`config.mk`:
```
export PLATFORM = sky130hd
export DESIGN_NAME = shift_engine_flat
export DESIGN_NICKNAME = d
export VERILOG_FILES = /design/src/rtl/shift_engine_pkg.sv /design/src/rtl/shift_engine_if.sv /design/src/rtl/shift_engine_bit_counter.sv /design/src/rtl/shift_engine.sv /design/src/flat_wrapper.sv
export SDC_FILE = /design/constraint.sdc
export NUM_CORES = 1
export LEC_CHECK = 0
export CELL_PAD_IN_SITES_DETAIL_PLACEMENT = 0
export CELL_PAD_IN_SITES_GLOBAL_PLACEMENT = 2
export CORE_MARGIN = 2
export CORE_UTILIZATION = 25
export CTS_CLUSTER_DIAMETER = 60
export DETAILED_ROUTE_END_ITERATION = 10
export PLACE_DENSITY_LB_ADDON = 0.1
export REMOVE_ABC_BUFFERS = 1
export SKIP_LAST_GASP = 1
export SLEW_MARGIN = 20
export SYNTH_ARGS = -nofsm -noshare
export SYNTH_HDL_FRONTEND = slang
export SYNTH_SLANG_ARGS = --single-unit
```
`constraint.sdc`:
```
create_clock -name clk -period 1.5 [get_ports clk]
set_input_delay 0.15 -clock clk [delete_from_list [all_inputs] [get_ports clk]]
set_output_delay 0.15 -clock clk [all_outputs]
set_load 0.01 [all_outputs]
```
`src/rtl/shift_engine_pkg.sv`:
```
// Shared types and helpers for the shift engine and its framing counter.
package shift_engine_pkg;

    typedef enum logic {
        STATE_IDLE   = 1'b0,
        STATE_ACTIVE = 1'b1
    } state_e;

    // Counter width for a given modulus; never narrower than one bit.
    function automatic int unsigned count_width(input int unsigned modulus);
        return (modulus < 2) ? 1 : $clog2(modulus);
    endfunction

endpackage

```
`src/rtl/shift_engine_if.sv`:
```
// Serial/parallel bus between the shift engine and its neighbours.
interface shift_engine_if #(
    parameter int unsigned width = 8
);
    logic             sampleEdge;
    logic             launchEdge;
    logic             csActive;
    logic             parallelLoad;
    logic [width-1:0] parallelDataIn;
    logic             serialDataIn;
    logic [width-1:0] parallelDataOut;
    logic             serialDataOut;
    logic             wordValid;
    logic             loadReject;
    logic             busy;

    modport master (
        output sampleEdge, launchEdge, csActive, parallelLoad,
               parallelDataIn, serialDataIn,
        input  parallelDataOut, serialDataOut, wordValid, loadReject, busy
    );

    modport slave (
        input  sampleEdge, launchEdge, csActive, parallelLoad,
               parallelDataIn, serialDataIn,
        output parallelDataOut, serialDataOut, wordValid, loadReject, busy
    );
endinterface

```
`src/rtl/shift_engine_bit_counter.sv`:
```
// Modulus counter with synchronous clear, enable and a wrap pulse
// flagged in the cycle the counter rolls from MODULUS-1 back to 0.
module shift_engine_bit_counter #(
    parameter int unsigned MODULUS = 8,
    parameter int unsigned CW      = 3
) (
    input  logic          clk,
    input  logic          reset,
    input  logic          i_clear,
    input  logic          i_enable,
    output logic [CW-1:0] o_count,
    output logic          o_wrap_c
);
    localparam logic [CW-1:0] LAST = CW'(MODULUS - 1);

    logic [CW-1:0] r_count;

    assign o_count  = r_count;
    assign o_wrap_c = i_enable && !i_clear && (r_count == LAST);

    // Count enabled events; explicit wrap so non-power-of-two moduli work.
    always_ff @(posedge clk) begin
        if (reset) begin
            r_count <= '0;
        end else if (i_clear) begin
            r_count <= '0;
        end else if (i_enable) begin
            r_count <= (r_count == LAST) ? '0 : r_count + CW'(1);
        end
    end
endmodule

```
`src/rtl/shift_engine.sv`:
```
// Chip-select framed serial/parallel shift engine (SPI mode 0) with a
// receive holding register, word strobe and load-reject reporting.
module shift_engine
    import shift_engine_pkg::*;
#(
    parameter int unsigned width    = 8,
    parameter bit          lsbFirst = 1'b0
) (
    input logic           clk,
    input logic           reset,
    shift_engine_if.slave bus
);
    localparam int unsigned CW = count_width(width);

    state_e           r_state;
    state_e           w_state_next;
    logic [CW-1:0]    w_count;
    logic             w_wrap_c;
    logic             w_frame;
    logic             w_sample;
    logic             w_launch;
    logic             w_load_ok;
    logic             w_load_rej;
    logic             w_clear;
    logic [width-1:0] w_shifted;
    logic             w_exit;
    logic             w_load_exit;

    logic [width-1:0] r_shift;
    logic [width-1:0] r_pdo;
    logic             r_sdo;
    logic             r_word_valid;
    logic             r_load_reject;
    logic             r_busy;

    // Edges count only inside an established frame; the cs-rise cycle is excluded.
    assign w_frame    = (r_state == STATE_ACTIVE) && bus.csActive;
    assign w_sample   = w_frame && bus.sampleEdge;
    assign w_launch   = w_frame && bus.launchEdge && !bus.sampleEdge;
    assign w_load_ok  = bus.parallelLoad && (w_count == '0) && !bus.sampleEdge;
    assign w_load_rej = bus.parallelLoad && !w_load_ok;
    assign w_clear    = !bus.csActive;

    if (lsbFirst) begin : g_lsb_first
        assign w_shifted   = {bus.serialDataIn, r_shift[width-1:1]};
        assign w_exit      = r_shift[0];
        assign w_load_exit = bus.parallelDataIn[0];
    end else begin : g_msb_first
        assign w_shifted   = {r_shift[width-2:0], bus.serialDataIn};
        assign w_exit      = r_shift[width-1];
        assign w_load_exit = bus.parallelDataIn[width-1];
    end

    shift_engine_bit_counter #(
        .MODULUS (width),
        .CW      (CW)
    ) u_bit_counter (
        .clk      (clk),
        .reset    (reset),
        .i_clear  (w_clear),
        .i_enable (w_sample),
        .o_count  (w_count),
        .o_wrap_c (w_wrap_c)
    );

    // Frame state register.
    always_ff @(posedge clk) begin
        if (reset) begin
            r_state <= STATE_IDLE;
        end else begin
            r_state <= w_state_next;
        end
    end

    // Frame next-state: follow the sampled chip select one clock later.
    always_comb begin
        w_state_next = r_state;
        case (r_state)
            STATE_IDLE:   if (bus.csActive)  w_state_next = STATE_ACTIVE;
            STATE_ACTIVE: if (!bus.csActive) w_state_next = STATE_IDLE;
        endcase
    end

    // Shift datapath, holding register and status pulses.
    always_ff @(posedge clk) begin
        if (reset) begin
            r_shift       <= '0;
            r_pdo         <= '0;
            r_sdo         <= 1'b0;
            r_word_valid  <= 1'b0;
            r_load_reject <= 1'b0;
            r_busy        <= 1'b0;
        end else begin
            r_word_valid  <= w_wrap_c;
            r_load_reject <= w_load_rej;

            if (w_load_ok) begin
                r_shift <= bus.parallelDataIn;
            end else if (w_sample) begin
                r_shift <= w_shifted;
            end

            if (w_wrap_c) begin
                r_pdo <= w_shifted;
            end

            if (w_load_ok) begin
                r_sdo <= w_load_exit;
            end else if (w_launch) begin
                r_sdo <= w_exit;
            end

            if (w_clear) begin
                r_busy <= 1'b0;
            end else if (w_sample) begin
                r_busy <= !w_wrap_c;
            end
        end
    end

    assign bus.parallelDataOut = r_pdo;
    assign bus.serialDataOut   = r_sdo;
    assign bus.wordValid       = r_word_valid;
    assign bus.loadReject      = r_load_reject;
    assign bus.busy            = r_busy;
endmodule

```
`src/flat_wrapper.sv`:
```
// flat-port wrapper written by rule: the top's interface ports become plain ports
module shift_engine_flat import shift_engine_pkg::*;
#(
    parameter int unsigned width    = 8,
    parameter bit          lsbFirst = 1'b0
)
  (clk, reset, bus_sampleEdge, bus_launchEdge, bus_csActive, bus_parallelLoad, bus_parallelDataIn, bus_serialDataIn, bus_parallelDataOut, bus_serialDataOut, bus_wordValid, bus_loadReject, bus_busy);
  shift_engine_if #(.width(width)) bus_i ();
  input logic clk;
  input logic reset;
  input wire logic [$bits(bus_i.sampleEdge)-1:0] bus_sampleEdge;
  input wire logic [$bits(bus_i.launchEdge)-1:0] bus_launchEdge;
  input wire logic [$bits(bus_i.csActive)-1:0] bus_csActive;
  input wire logic [$bits(bus_i.parallelLoad)-1:0] bus_parallelLoad;
  input wire logic [$bits(bus_i.parallelDataIn)-1:0] bus_parallelDataIn;
  input wire logic [$bits(bus_i.serialDataIn)-1:0] bus_serialDataIn;
  output wire logic [$bits(bus_i.parallelDataOut)-1:0] bus_parallelDataOut;
  output wire logic [$bits(bus_i.serialDataOut)-1:0] bus_serialDataOut;
  output wire logic [$bits(bus_i.wordValid)-1:0] bus_wordValid;
  output wire logic [$bits(bus_i.loadReject)-1:0] bus_loadReject;
  output wire logic [$bits(bus_i.busy)-1:0] bus_busy;
  assign bus_i.sampleEdge = bus_sampleEdge;
  assign bus_i.launchEdge = bus_launchEdge;
  assign bus_i.csActive = bus_csActive;
  assign bus_i.parallelLoad = bus_parallelLoad;
  assign bus_i.parallelDataIn = bus_parallelDataIn;
  assign bus_i.serialDataIn = bus_serialDataIn;
  assign bus_parallelDataOut = bus_i.parallelDataOut;
  assign bus_serialDataOut = bus_i.serialDataOut;
  assign bus_wordValid = bus_i.wordValid;
  assign bus_loadReject = bus_i.loadReject;
  assign bus_busy = bus_i.busy;
  shift_engine #(.width(width), .lsbFirst(lsbFirst)) u_core (.clk(clk), .reset(reset), .bus(bus_i));
endmodule
```
==> results.cfg, run 1 <==
[die]
core_um2 = 3720
die_h_um = 66.8
die-area_um2 = 4470
start_util_pct = 26.6
num_rows = 22
num_io_pins = 27
die_x_um = 66.8

[grt]
grt_pass1_wl_mm = 3.90
grt_start_max_net_pins = 14
busiest_layer = met2
grt_use_met3_pct = 4.22
first_global_vias = 848
antenna_found_initial = 0
grt_usage_pct = 12.0
overflow = 0
use_met1_pct = 14.4
grtUsageMet2_pct = 20.4

[sta]
whs_ns = 0.456
rsz0062_at_grt = no
worst_slew_pin_slew_ns = 0.303
timing.fmax_mhz = 752
finalCritPeriodShare_pct = 88.7
finalSetupTns_ns = 0
maxSlewViolCount = 0
layout_min_cycle_time_ns = 1.33
setup_violations = 0
hold_viol = 0
skew_ns = 0.00249
slew_headroom_pct = 79.8

[clock_tree]
cts.reportedPaths.clkPinSlew_ns = 0.09
clock-sinks = 24
cts-root-buf = clkbuf_8
clk_latency_ns = 0.27
tritoncts = yes
clockBufferDepth = 2
postCtsSetupBuffers = 0
numCtsBuffers = 3
holdBufCountCts = 0
h-tree-depth = 1

[logic_synthesis]
synthCells = 111
yosys_register_bits = 24
yosysSeqAreaShare_pct = 48.7
synth_cell_type_count = 28
yosys_warnings = 0
synth_area_um2 = 987
avgSynthCellArea_um2 = 8.89

[worst_setup_path]
cp-start-kind = register
crit_arrival_ns = 1.49
crit_fanout = 8
path_class = reg2reg
endpoint_kind = register
r2r_slack_ns = 0.17
worstPathRequired_ns = 1.66

[final_layout]
antenna_cells = 0
n_fill_cell = 399
syn_to_final_growth_pct = 39.7
drive_above_1_share_pct = 10.6
nNetsFinal = 161

[placement]
dp_hpwl_mm = 1.70
gp_congestion = 0.741
io_buffers = 26

[run]
max_cap_violations = 0

[routing]
dr.pass1.iters = 4
routed_wl_mm = 2.38
drc = 0
viasPerCell = 4.53
drtIter0Drc = 30
routedWlPerCell_um = 12.5
final_antenna_net_count = 0
via_count = 860

[min_path]
hold_class = reg2reg

[pwr]
power.density_nw_per_um2 = 895
p_leak_nw = 0.491
peakVddDrop_mv = 0.416

[status]
status = finished clean
[worst paths after layout]
check / from / to / depth (start not counted)
setup / recovery: u_core.u_bit_counter.o_count[0] / u_core.bus.parallelDataOut[6] / 6
hold / removal: u_core.bus.parallelDataOut[7] / u_core.bus.parallelDataOut[7] / 2
setup reg to reg: u_core.u_bit_counter.o_count[0] / u_core.bus.parallelDataOut[6] / 6
hold reg to reg: u_core.bus.parallelDataOut[7] / u_core.bus.parallelDataOut[7] / 2
[area by class of cell]
type                    instances  area (um2)  area share (%)
flip-flops and latches         24         482            34.9
clock buffers                   4        55.1            3.99
repair buffers                 33         313            22.7
inverters                       3        11.3           0.817
well taps                      48        60.1            4.36
multi-input cells              78         458            33.2
[cells by family after synthesis]
| kind of cell | Yosys count | share of synthesized area (%) |
|---|---|---|
| mux | 1 | 1.01 |
| simple gates | 50 | 25.7 |
| compound gates | 24 | 15.8 |
| fa+ha+maj | 3 | 3.80 |
| buf+inv | 9 | 4.94 |
| flops | 24 | 48.7 |
[per-layer routing]
layer | routed length (um) | share of wire (%)
met1 | 1080 | 45
met2 | 1150 | 48
met3 | 134 | 5.6
met4 | 14 | 0.59
met5 | 0 | 0
[critical path, stage by stage (launching register included)]
cell and delay (ns):
dfxtp_2 0.34, ha_1 0.19, ha_1 0.21, and4_1 0.18, buf_4 0.16, nand2_1 0.08, a21oi_1 0.06
[power by group]
| part | internal (W) | total [W] | switching [W] | leakage [nW] |
|---|---|---|---|---|
| registers | 0.000656 | 0.000670 | 0.0000134 | 0.196 |
| clock network | 0.000234 | 0.000444 | 0.000210 | 0.0288 |
| logic | 0.0000686 | 0.000121 | 0.0000522 | 0.267 |
[per-stage QoR]
step	cells	utilization (%)	setup WS [ns]	cell area [um2]	total power (W)
final	190	37.1	0.170	1380	0.00123
after CTS	190	37.1	0.148	1380	0.00127
after floorplan	105	-	0.299	950	0.000729
after detailed placement	186	35.6	-0.0275	1320	0.000808
after global routing	190	37.1	0.0246	1380	0.00130
after global placement	186	35.6	0.0310	1320	0.000807
[repair_timing]
| action | in CTS | in global routing |
|---|---|---|
| endpoints found under the setup margin | 0 | 1 |
| hold endpoints to repair | 0 | 0 |
| gates resized for setup | 0 | 1 |
[cell usage after synthesis (all sizes together)]
| cell | n | area share, % |
|---|---|---|
| a211oi | 1 | 0.76 |
| or3 | 1 | 0.63 |
| and3 | 1 | 0.63 |
| o22ai | 2 | 1.3 |
| mux2i | 1 | 1.0 |
| a22oi | 3 | 2.3 |
| buf | 5 | 3.4 |
| nor2 | 6 | 2.3 |
| nor3b | 1 | 0.76 |
| nand4 | 1 | 0.63 |
| and4 | 1 | 0.89 |
| nand2 | 27 | 10 |
| nor3 | 4 | 2.0 |
| and4bb | 1 | 1.3 |
| nand2b | 1 | 0.63 |
| ha | 3 | 3.8 |
| o21ai | 1 | 0.51 |
| a311oi | 3 | 3.9 |
| inv | 3 | 1.1 |
| dfxtp | 24 | 49 |
| nand4bb | 1 | 2.8 |
| a21oi | 14 | 7.1 |
| clkbuf | 1 | 0.38 |
| nand4b | 1 | 0.89 |
| nand3 | 4 | 2.0 |
[registers in the layout, indices dropped and copies added, names as in the netlist]
signal and flops:
u_core.bus.loadReject 1, u_core.bus.parallelDataOut 8, u_core.r_state 1, u_core.bus.wordValid 1, u_core.bus.busy 1, u_core.r_shift 8, u_core.bus.serialDataOut 1, u_core.u_bit_counter.o_count 3
[cells in the final DEF, fill, tap and decap left out, types with 3 or more instances in the layout]
cell type,synthesis,layout
buf_4,1,7
nor3_1,4,4
ha_1,3,3
clkdlybuf4s50_1,0,26
nand3_1,4,4
nand2_1,27,27
clkbuf_8,0,4
a21oi_1,14,14
a22oi_1,3,3
dfxtp_1,24,23
nor2_1,6,6
inv_1,3,3
No activity file was read; power rests on OpenSTA's default activity.
==> run 2: changes to the inputs <==
--- a/config.mk
+++ b/config.mk
@@ -11,6 +11,7 @@
 export CORE_UTILIZATION = 25
 export CTS_CLUSTER_DIAMETER = 60
 export DETAILED_ROUTE_END_ITERATION = 10
+export GPL_TIMING_DRIVEN = 0
 export PLACE_DENSITY_LB_ADDON = 0.1
 export REMOVE_ABC_BUFFERS = 1
 export SKIP_LAST_GASP = 1
==> results.cfg, run 2 (synthesis results as in run 1) <==
[routing]
dr.pass1.iters = 4
viasPerCell = 4.58
drc = 0
routedWlPerCell_um = 12.7
final_antenna_net_count = 0
drtIter0Drc = 40
via_count = 843
routed_wl_mm = 2.35

[clock_tree]
numCtsBuffers = 3
holdBufCountCts = 0
h-tree-depth = 1
clockBufferDepth = 2
cts.reportedPaths.clkPinSlew_ns = 0.09
clock-sinks = 24
cts-root-buf = clkbuf_8
clk_latency_ns = 0.27
tritoncts = yes

[final_layout]
drive_above_1_share_pct = 8.09
layout_commonest_cell = nand2_1
syn_to_final_growth_pct = 37.4
final_cell_area_um2 = 1360
final_cell_mix = nand2_1, clkdlybuf4s50_1, dfxtp_1, a21oi_1, nor2_1
nNetsFinal = 155
antenna_cells = 0
finalCoreUtilization_pct = 36.5

[worst_setup_path]
crit_fanout = 8
path_class = reg2reg
cp-start-kind = register
crit_slowest_cell = dfxtp_1
worstPathRequired_ns = 1.68
r2r-start = u_core.u_bit_counter.o_count[0]
crit_arrival_ns = 1.56
cp_cell_sequence = ha_1 -> ha_1 -> and4_2 -> nand2_1 -> a21oi_1
r2r_slack_ns = 0.12
reg2reg_depth = 5
cpMostUsedCell = ha_1
rr_endpoint = u_core.bus.parallelDataOut[7]
slowest_delay_ns = 0.38
endpoint_kind = register

[placement]
io_buffers = 26
dp_hpwl_mm = 1.58
place_area_um2 = 1270
gp_congestion = 0.742

[run]
max_cap_violations = 0

[pwr]
power.density_nw_per_um2 = 1000
switching_share_pct = 20.7
seqPwrFrac_pct = 49.4
pwr-share-clk_pct = 42.0
p_comb_share_pct = 8.6
internal_power_w = 0.00108
p_leak_nw = 0.468
peakVddDrop_mv = 0.591
power_w = 0.00136
switchingPower_w = 0.000280

[sta]
layout_min_cycle_time_ns = 1.38
timing.fmax_mhz = 723
worst_slew_pin_slew_ns = 0.809
slew_headroom_pct = 45.9
hold_viol = 0
finalCritPeriodShare_pct = 92.2
setup_violations = 0
skew_ns = 0.00567
maxSlewViolCount = 0
rsz0062_at_grt = no

[min_path]
hold_depth = 2
whs_endpoint = u_core.bus.parallelDataOut[6]
hold_class = reg2reg
min_from = u_core.bus.parallelDataOut[6]

[status]
status = finished clean

[grt]
first_global_vias = 789
grt_usage_pct = 11.4
antenna_found_initial = 0
busiest_layer = met2
overflow = 0
use_met1_pct = 13.0
grt_use_met3_pct = 4.22
grtUsageMet2_pct = 19.8
grt_start_max_net_pins = 21
grt_pass1_wl_mm = 3.77

[die]
die_h_um = 66.8
num_io_pins = 27
core_um2 = 3720
num_rows = 22
die_x_um = 66.8
start_util_pct = 26.6
die-area_um2 = 4470
[run 2: stage by stage]
stage | TNS, ns | hold slack (ns) | worst slack, ns | cells
after global placement | -3.15 | 0.442 | -0.265 | 179
after global routing | 0 | 0.480 | 0.00428 | 184
after floorplan | 0 | 0.218 | 0.299 | 105
after detailed placement | -3.55 | 0.446 | -0.256 | 179
final | 0 | 0.458 | 0.117 | 184
after CTS | 0 | 0.459 | 0.0282 | 184
[run 2: critical path, delay by kind of cell (launching register included)]
kind	cells	cell delay, ns
and+or+nand+nor	2	0.43
DFF	1	0.38
adders and majority gates	2	0.36
AOI/OAI and AO/OA	1	0.12
[run 2: power groups by stage]
stage,clock [W],sequential [W],combinational [W]
after floorplan,0,0.000683,0.0000454
after global placement,0,0.000684,0.000115
after detailed placement,0,0.000685,0.000117
after CTS,0.000594,0.000670,0.000117
after global routing,0.000614,0.000674,0.000127
final,0.000570,0.000670,0.000116
[run 2: layer usage]
layer  routed length (um)  up-vias
li1                     -      436
met1                  989      371
met2                 1160       30
met3                  162        6
met4                   34        0
met5                    0        -
[run 2: how the worst max path moves through the flow]
stage          slack [ns]                             from                         endpoint  cells after the start
2_1_floorplan        0.30  u_core.u_bit_counter.o_count[0]    u_core.bus.parallelDataOut[0]                      5
3_3_place_gp        -0.26                   bus_sampleEdge  u_core.u_bit_counter.o_count[0]                      4
3_5_place_dp        -0.26                   bus_sampleEdge  u_core.u_bit_counter.o_count[0]                      4
4_1_cts              0.03                   bus_sampleEdge  u_core.u_bit_counter.o_count[0]                      4
5_1_grt             0.004  u_core.u_bit_counter.o_count[0]    u_core.bus.parallelDataOut[4]                      5
6_report             0.12  u_core.u_bit_counter.o_count[0]    u_core.bus.parallelDataOut[7]                      5
[run 2: layout make-up]
type / instances / area (um2)
Clock buffer: 3 / 41.3
Timing Repair Buffer: 27 / 268
Fill cell: 415 / 2360
Inverter: 3 / 11.3
Sequential cell: 24 / 480
Multi-Input combinational cell: 78 / 465
Tap cell: 48 / 60.1
Clock inverter: 1 / 30.0
[run 2: repair_timing]
action / 4_1_cts / 5_1_grt
buffers inserted: 1 / 0
pin swaps: 0 / 0
resized for setup: 0 / 3
endpoints found under the setup margin: 9 / 11
